**config.mk**
```make
export PLATFORM = sky130hd
export DESIGN_NAME = fft_adc_loader
export DESIGN_NICKNAME = d
export VERILOG_FILES = /design/src/rtl/fft_adc_loader.sv
export SDC_FILE = /design/constraint.sdc
export NUM_CORES = 1
export LEC_CHECK = 0
export CAP_MARGIN = 25
export CORE_AREA = 2 2 78 80
export CTS_CLUSTER_SIZE = 10
export DETAILED_ROUTE_END_ITERATION = 10
export DIE_AREA = 0 0 80 82
export GPL_TIMING_DRIVEN = 0
export PLACE_DENSITY_LB_ADDON = 0.2
export SYNTH_ARGS = -nofsm -noshare
export SYNTH_HDL_FRONTEND = slang
export SYNTH_SLANG_ARGS = --single-unit
```
**constraint.sdc**
```tcl
create_clock -name iCLK -period 1.6 [get_ports iCLK]
set_input_delay 0.32 -clock iCLK [delete_from_list [all_inputs] [get_ports iCLK]]
set_output_delay 0.32 -clock iCLK [all_outputs]
set_load 0.02 [all_outputs]
```
**src/rtl/fft_adc_loader.sv**
```systemverilog
`default_nettype none
// ============================================================================
//  Module      : fft_adc_loader
//  Description : Captures one frame of N signed ADC samples and writes them,
//                in bank-major order, into the four FFT input RAM banks. After
//                the last sample it pulses oSTART once. It then waits for a
//                rising edge of the FFT done flag before returning to IDLE.
//  Revision    : 1.0  initial release
// ----------------------------------------------------------------------------
//  Ports
//    iCLK          rising-edge clock
//    iRESET        asynchronous active-low reset
//    iSAMPLE       signed ADC sample, D_BIT-1 bits
//    iVALID        iSAMPLE valid this cycle
//    iARM          request capture of one frame (honoured only in IDLE)
//    iFFT_RDY      FFT done flag; its rising edge ends WAIT_FFT
//    oDATA         sample to the FFT RAM write port
//    oADDR_WR_0..3 bank write addresses (all four carry the same address)
//    oWE_0..3      bank write enables (at most one high per cycle)
//    oSTART        one-cycle FFT launch pulse
//    oBUSY         high in any state other than IDLE
//    oOVF          sticky flag: a sample arrived while no frame was open
// ============================================================================
module fft_adc_loader #(
   parameter int N     = 4096,   // points per frame, power of 4, N/4 == 2**A_BIT
   parameter int A_BIT = 10,     // bank address width
   parameter int D_BIT = 16      // FFT internal data width
) (
   input  logic               iCLK,
   input  logic               iRESET,
   input  logic [D_BIT-2:0]   iSAMPLE,
   input  logic               iVALID,
   input  logic               iARM,
   input  logic               iFFT_RDY,
   output logic [D_BIT-2:0]   oDATA,
   output logic [A_BIT-1:0]   oADDR_WR_0,
   output logic [A_BIT-1:0]   oADDR_WR_1,
   output logic [A_BIT-1:0]   oADDR_WR_2,
   output logic [A_BIT-1:0]   oADDR_WR_3,
   output logic               oWE_0,
   output logic               oWE_1,
   output logic               oWE_2,
   output logic               oWE_3,
   output logic               oSTART,
   output logic               oBUSY,
   output logic               oOVF
);

   // Sample counter spans the whole frame: two bank-select bits on top of the
   // bank address.
   localparam int CNT_W = A_BIT + 2;

   typedef enum logic [1:0] {
      IDLE     = 2'd0,
      FILL     = 2'd1,
      LAUNCH   = 2'd2,
      WAIT_FFT = 2'd3
   } state_t;

   state_t             state;
   state_t             state_nxt;
   logic [CNT_W-1:0]   cnt;
   logic               rdy_prev;
   logic               rdy_rise;
   logic               accept;
   logic               last_sample;
   logic [D_BIT-2:0]   data_r;
   logic [A_BIT-1:0]   addr_r;
   logic [3:0]         we_r;
   logic               start_r;
   logic               busy_r;
   logic               ovf_r;

   assign rdy_rise    = iFFT_RDY & ~rdy_prev;
   assign accept      = (state == FILL) & iVALID;
   assign last_sample = &cnt;   // cnt == N-1

   // ------------------------------------------------------------------------
   // State register
   // ------------------------------------------------------------------------
   always_ff @(posedge iCLK or negedge iRESET) begin
      if (!iRESET) begin
         state <= IDLE;
      end else begin
         state <= state_nxt;
      end
   end

   // ------------------------------------------------------------------------
   // Next-state logic
   // ------------------------------------------------------------------------
   always_comb begin
      state_nxt = state;
      case (state)
         IDLE:     if (iARM)                  state_nxt = FILL;
         FILL:     if (accept && last_sample) state_nxt = LAUNCH;
         LAUNCH:                              state_nxt = WAIT_FFT;
         WAIT_FFT: if (rdy_rise)              state_nxt = IDLE;
         default:                             state_nxt = IDLE;
      endcase
   end

   // ------------------------------------------------------------------------
   // Datapath and registered outputs
   // ------------------------------------------------------------------------
   always_ff @(posedge iCLK or negedge iRESET) begin
      if (!iRESET) begin
         cnt      <= '0;
         rdy_prev <= 1'b0;
         data_r   <= '0;
         addr_r   <= '0;
         we_r     <= '0;
         start_r  <= 1'b0;
         busy_r   <= 1'b0;
         ovf_r    <= 1'b0;
      end else begin
         // The done flag is tracked in every state, so a level that is already
         // high when WAIT_FFT is entered never looks like a fresh edge.
         rdy_prev <= iFFT_RDY;
         // Decoding the next state keeps oBUSY aligned with the state register.
         busy_r   <= (state_nxt != IDLE);
         // LAUNCH lasts one cycle; registering it places the pulse one cycle
         // after the final write enable.
         start_r  <= (state == LAUNCH);
         we_r     <= '0;

         if ((state == IDLE) && iARM) begin
            cnt   <= '0;
            ovf_r <= 1'b0;
         end

         if (accept) begin
            data_r                  <= iSAMPLE;
            addr_r                  <= cnt[A_BIT-1:0];
            we_r[cnt[CNT_W-1 -: 2]] <= 1'b1;
            cnt                     <= cnt + 1'b1;   // wraps to 0 after N-1
         end

         if (iVALID && ((state == LAUNCH) || (state == WAIT_FFT))) begin
            ovf_r <= 1'b1;
         end
      end
   end

   assign oDATA      = data_r;
   assign oADDR_WR_0 = addr_r;
   assign oADDR_WR_1 = addr_r;
   assign oADDR_WR_2 = addr_r;
   assign oADDR_WR_3 = addr_r;
   assign oWE_0      = we_r[0];
   assign oWE_1      = we_r[1];
   assign oWE_2      = we_r[2];
   assign oWE_3      = we_r[3];
   assign oSTART     = start_r;
   assign oBUSY      = busy_r;
   assign oOVF       = ovf_r;

endmodule
`default_nettype wire

```
* Word level (Yosys, flattened, before mapping)
Cells that the tools add are included.
** Word-level totals
- Flip-flop bits (word level) :: 47
- Bits of input ports :: 20
- Output and inout port bits :: 62
- Logic and storage cells :: 39
** Operators by class
- $add $sub $neg :: 1
- $lt $le $gt $ge :: 2
- Equality and inequality tests :: 3
- Mux-type cells :: 11
- Bitwise operators :: 3
- Reduce and logical (&&, ||, !) cells :: 10
** Operators by type and width (number)
- $mux W12 :: 2
- $add A12 B1 Y12 const B :: 1
- $reduce_and A12 Y1 :: 1
- $pmux W2 S4 :: 1
- $mux W2 :: 3
- $reduce_bool A2 Y1 :: 3
- $eq A2 B2 Y1 const B :: 2
- $logic_and A1 B1 Y1 :: 4
- $mux W4 :: 1
- $lt A2 B3 Y1 const B :: 1
- $mux W1 :: 3
- $and A1 B1 Y1 :: 2
- $demux W1 S2 :: 1
- $eq A2 B1 Y1 const B :: 1
- $ge A2 B1 Y1 const B :: 1
- $logic_not A2 Y1 :: 1
- $logic_or A1 B1 Y1 :: 1
- $not A1 Y1 :: 1

* Depth between registers and ports, before layout
Gate-level depths: netlist (run 1).
- Depth after elaboration :: 6
- Depth in mapped cells :: 6
- Depth with buffers taken out :: 4

* Worst setup path after synthesis (run 1)
No wires, ideal clock.
- Kind :: register -> register
- Start :: reg cnt[0]
- End :: reg cnt[10]
- Setup time :: 0.079 ns
- Arrival time :: 1.254 ns
- Data required time :: 1.521 ns
- Path slack :: 0.266 ns
- Cell stages (with the launch flop) :: 5
- Buffers on the path :: 0
- Clock period less this slack :: 1.334 ns
- Path through :: dfrtp_1 ha_1 nand4_2 nor4_2 mux2i_1
** On the way
- Word-level cells in the longest chain between the ends :: 2
** Ends and longest elaborated chain
- start, declared :: RTL line 62 : logic [CNT_W-1:0] cnt;
- start signal, assigned :: RTL line 136 : cnt <= cnt + 1'b1;
- $add A12 B1 Y12 :: RTL line 136
- $mux W12 :: RTL line 132 : if (accept) begin
No other way between the ends.
A chain may end at the register's enable or synchronous reset.

* Worst setup path after layout (run 1)
- Start :: reg data_r[1] (netlist: oDATA[1])
- End :: out oDATA[1]
** RTL lines
- start, declared :: RTL line 67 : logic [D_BIT-2:0] data_r;
- start signal, assigned :: RTL line 133 : data_r <= iSAMPLE;
- end, declared :: RTL line 35 : output logic [D_BIT-2:0] oDATA,
No word-level cell between the ends.

==> results.toml, run 1 <==
[power]
p_leak_nw = 1.931
power.share.clock = 0.195
switching_share = 0.3600
p_switching_mw = 1.315
p_per_area_mw_per_mm2 = 1108
seqPwrFrac = 0.424
p_comb_frac = 0.382
intPower_mw = 2.337
ir_worst_vdd_mv = 0.6525

[placement]
place_area_mm2 = 0.003203
dp_hpwl_um = 3577
place_ws_ns = -0.1807
portBuffers = 81
routabilityCongestion = 0.6998

[sta]
period_needed_ns = 1.560
finalSetupViolCount = 0
fin_skew_ns = 0.008474
finalCritPeriodShare = 0.9749
setup_slack_ns = 0.04010
worstMarginPinSlew_ns = 0.6428
rsz0062_at_grt = "no"
slew_headroom = 0.5715
clock.fmax_mhz = 641.1
finalMaxSlewViolations = 0
hold_viol_final = 0

[synth]
synth-seq-cells = 47
synthArstFlopShare = 1.000
synth_edf_count = 0
ys_warn_count = 0
synthFlopType = "dfrtp_1"
syn_inst = 228
synth_nets = 249
seq_area_frac_synth = 0.5168
synth_area_mm2 = 0.002276
avgSynthCellArea_um2 = 9.982
ys_types = 41

[global_routing]
overflow = 0
grt_pass1_wl_um = 8004
antenna_found_initial = 0
grt_max_degree = 28
grt_use_total = 0.1540
grt_pass1_vias = 1774

[drt]
ant_nets = 0
num_vias = 1814
drc_errors = 0
wl_um = 4793
drt_iter0_drc = 84
drtPass1Iterations = 4
via_per_inst = 4.604
avgRoutedWirePerCell_um = 12.16

[cells_and_area]
utilization = 0.5736
diodes = 0
drive_gt1_frac = 0.2100
fin_area_mm2 = 0.003296
fin_nets = 339
area_delta_synth_final_pct = 44.80

[floorplan]
ios = 82
die_area_mm2 = 0.006560
rows = 28
dieWidth_um = 80
core_mm2 = 0.005746
die_h_um = 82
start_util = 0.3961

[clock_tree]
numCtsBuffers = 5
clk_latency_ns = 0.30
worst_setup_hold_path_clk_slew_ns = 0.09
htreeDepth = 2
clock-sinks = 47
cts_tree = "yes"
cts_max_path_buffers = 2
cts_hold_buffers = 0
root_buffer = "clkbuf_8"

[job]
max-cap-violations = 0

[critical_path]
path_cells = "clkdlybuf4s50_1"
worstPathMaxFanout = 2
worstPathArrival_ns = 1.24
path_class = "flip-flop to output pin"
worst-path-buf-inv = 1
slowest_delay_ns = 0.61
setup.worst_path.start_class = "flip-flop"
crit_family = "buffers and inverters"
cp-end-kind = "output pin"
required_ns = 1.28
crit_slowest_cell = "clkdlybuf4s50_1"

[outcome]
status = "finished clean"

[min_path]
hold_class = "input port to async pin"
power groups by stage:
stage	Sequential (mW)	Combinational, mW	Clock (mW)
after floorplan	1.67	0.758	0
after global placement	1.56	1.55	0
after detailed placement	1.57	1.58	0
after CTS	1.54	1.42	0.738
after global routing	1.58	1.51	0.788
final	1.55	1.39	0.711
what timing repair did:
action | in CTS | in global routing
resized for setup | 43 | 17
buffers inserted | 1 | 0
gates cloned | 0 | 0
endpoints found under the setup margin | 43 | 17
path summary, 6_finish.rpt:
path | slack, ns | endpoint | from | cells after the start
max | 0.04 | oDATA[1] | oDATA[1] | 1
max reg2reg | 0.15 | cnt[10] | cnt[0] | 4
max in group asynchronous | 1.03 | cnt[0] | iRESET | 2
min in group iCLK | 0.47 | oDATA[3] | oDATA[3] | 2
min reg2reg | 0.47 | oDATA[3] | oDATA[3] | 2
min | 0.04 | oDATA[3] | iRESET | 1
synthesized netlist by cell type (3+ instances only):
cell type,n,area [µm²]
a31oi_1,3,18.77
buf_2,7,35.03
buf_4,30,225.2
buf_6,4,45.04
dfrtp_1,47,1176
inv_1,3,11.26
mux2i_1,5,50.05
nand2_1,79,296.5
nand3_1,5,25.02
nand4_2,3,37.54
o21ai_0,3,15.01
o21ai_1,4,20.02
stage by stage:
| stage | hold slack (ns) | instances | power (mW) | setup TNS [ns] |
|---|---|---|---|---|
| global route | 0.08145 | 394 | 3.881 | 0 |
| detailed placement | 0.3860 | 385 | 3.151 | -3.478 |
| finish | 0.03618 | 394 | 3.652 | 0 |
| global placement | 0.4579 | 384 | 3.115 | -56.86 |
| floorplan | 0.02441 | 228 | 2.431 | 0 |
| CTS | 0.05804 | 394 | 3.694 | 0 |
kinds of logic (layout without fill, tap and decap cells):
kind of cell / Yosys count / in the layout / synth area share
DFF: 47 / 47 / 0.5168
AOI/OAI and AO/OA: 20 / 20 / 0.06158
muxes: 6 / 6 / 0.02694
xor gates and xnor gates: 1 / 1 / 0.003849
and+or+nand+nor: 109 / 109 / 0.2463
adders and majority gates: 1 / 1 / 0.005497
buffers and inverters: 44 / 135 / 0.1391
registers in the layout (all words and copies together), names as in the netlist:
| signal | count |
|---|---|
| cnt | 12 |
| oADDR_WR_0 | 10 |
| oBUSY | 1 |
| oDATA | 15 |
| oOVF | 1 |
| oSTART | 1 |
| rdy_prev | 1 |
| state | 2 |
| we_r | 4 |
final cells by class:
| cell class | instances | area (µm²) |
|---|---|---|
| inverter | 3 | 11.26 |
| timing repair buffer | 83 | 822.0 |
| buffer | 41 | 305.3 |
| clock inverter | 3 | 18.77 |
| multi-input combinational | 137 | 798.3 |
| sequential | 47 | 1177 |
| fill | 536 | 2450 |
| tap | 75 | 93.84 |
| clock buffer | 5 | 68.82 |
placed cells by master (no fill, tap or decap), types with 2 or more instances in the layout:
cell / netlist / final
inv_1: 3 / 3
nor2_1: 2 / 2
nand2_1: 79 / 79
nor3b_2: 2 / 2
nor3_2: 2 / 2
a31oi_1: 3 / 3
buf_6: 4 / 4
dlymetal6s2s_1: 0 / 14
o21ai_1: 4 / 4
buf_2: 7 / 8
clkdlybuf4s50_1: 0 / 23
nand3_1: 5 / 5
clkbuf_8: 0 / 5
o21ai_0: 3 / 3
dfrtp_1: 47 / 46
nor4_2: 2 / 3
clkinv_2: 0 / 2
a22o_1: 2 / 2
nand4_2: 3 / 2
mux2i_1: 5 / 5
and2b_1: 2 / 2
dlygate4sd2_1: 0 / 43
buf_4: 30 / 31
per-layer routing:
layer,vias to the layer above,track usage,part of all wire
met3,5,0.03626,0.073
met2,54,0.2633,0.48
met1,850,0.1907,0.44
met5,-,0,0
met4,0,0.05593,0.0092
li1,905,-,-
Note: power is estimated with default switching activity, not from simulation.
==> run 2, diff against run 1 <==
SLEW_MARGIN = 20   (was unset)
==> results of run 2 <==
Same layout as run 1: the final DEF is identical, and so are final timing and power.
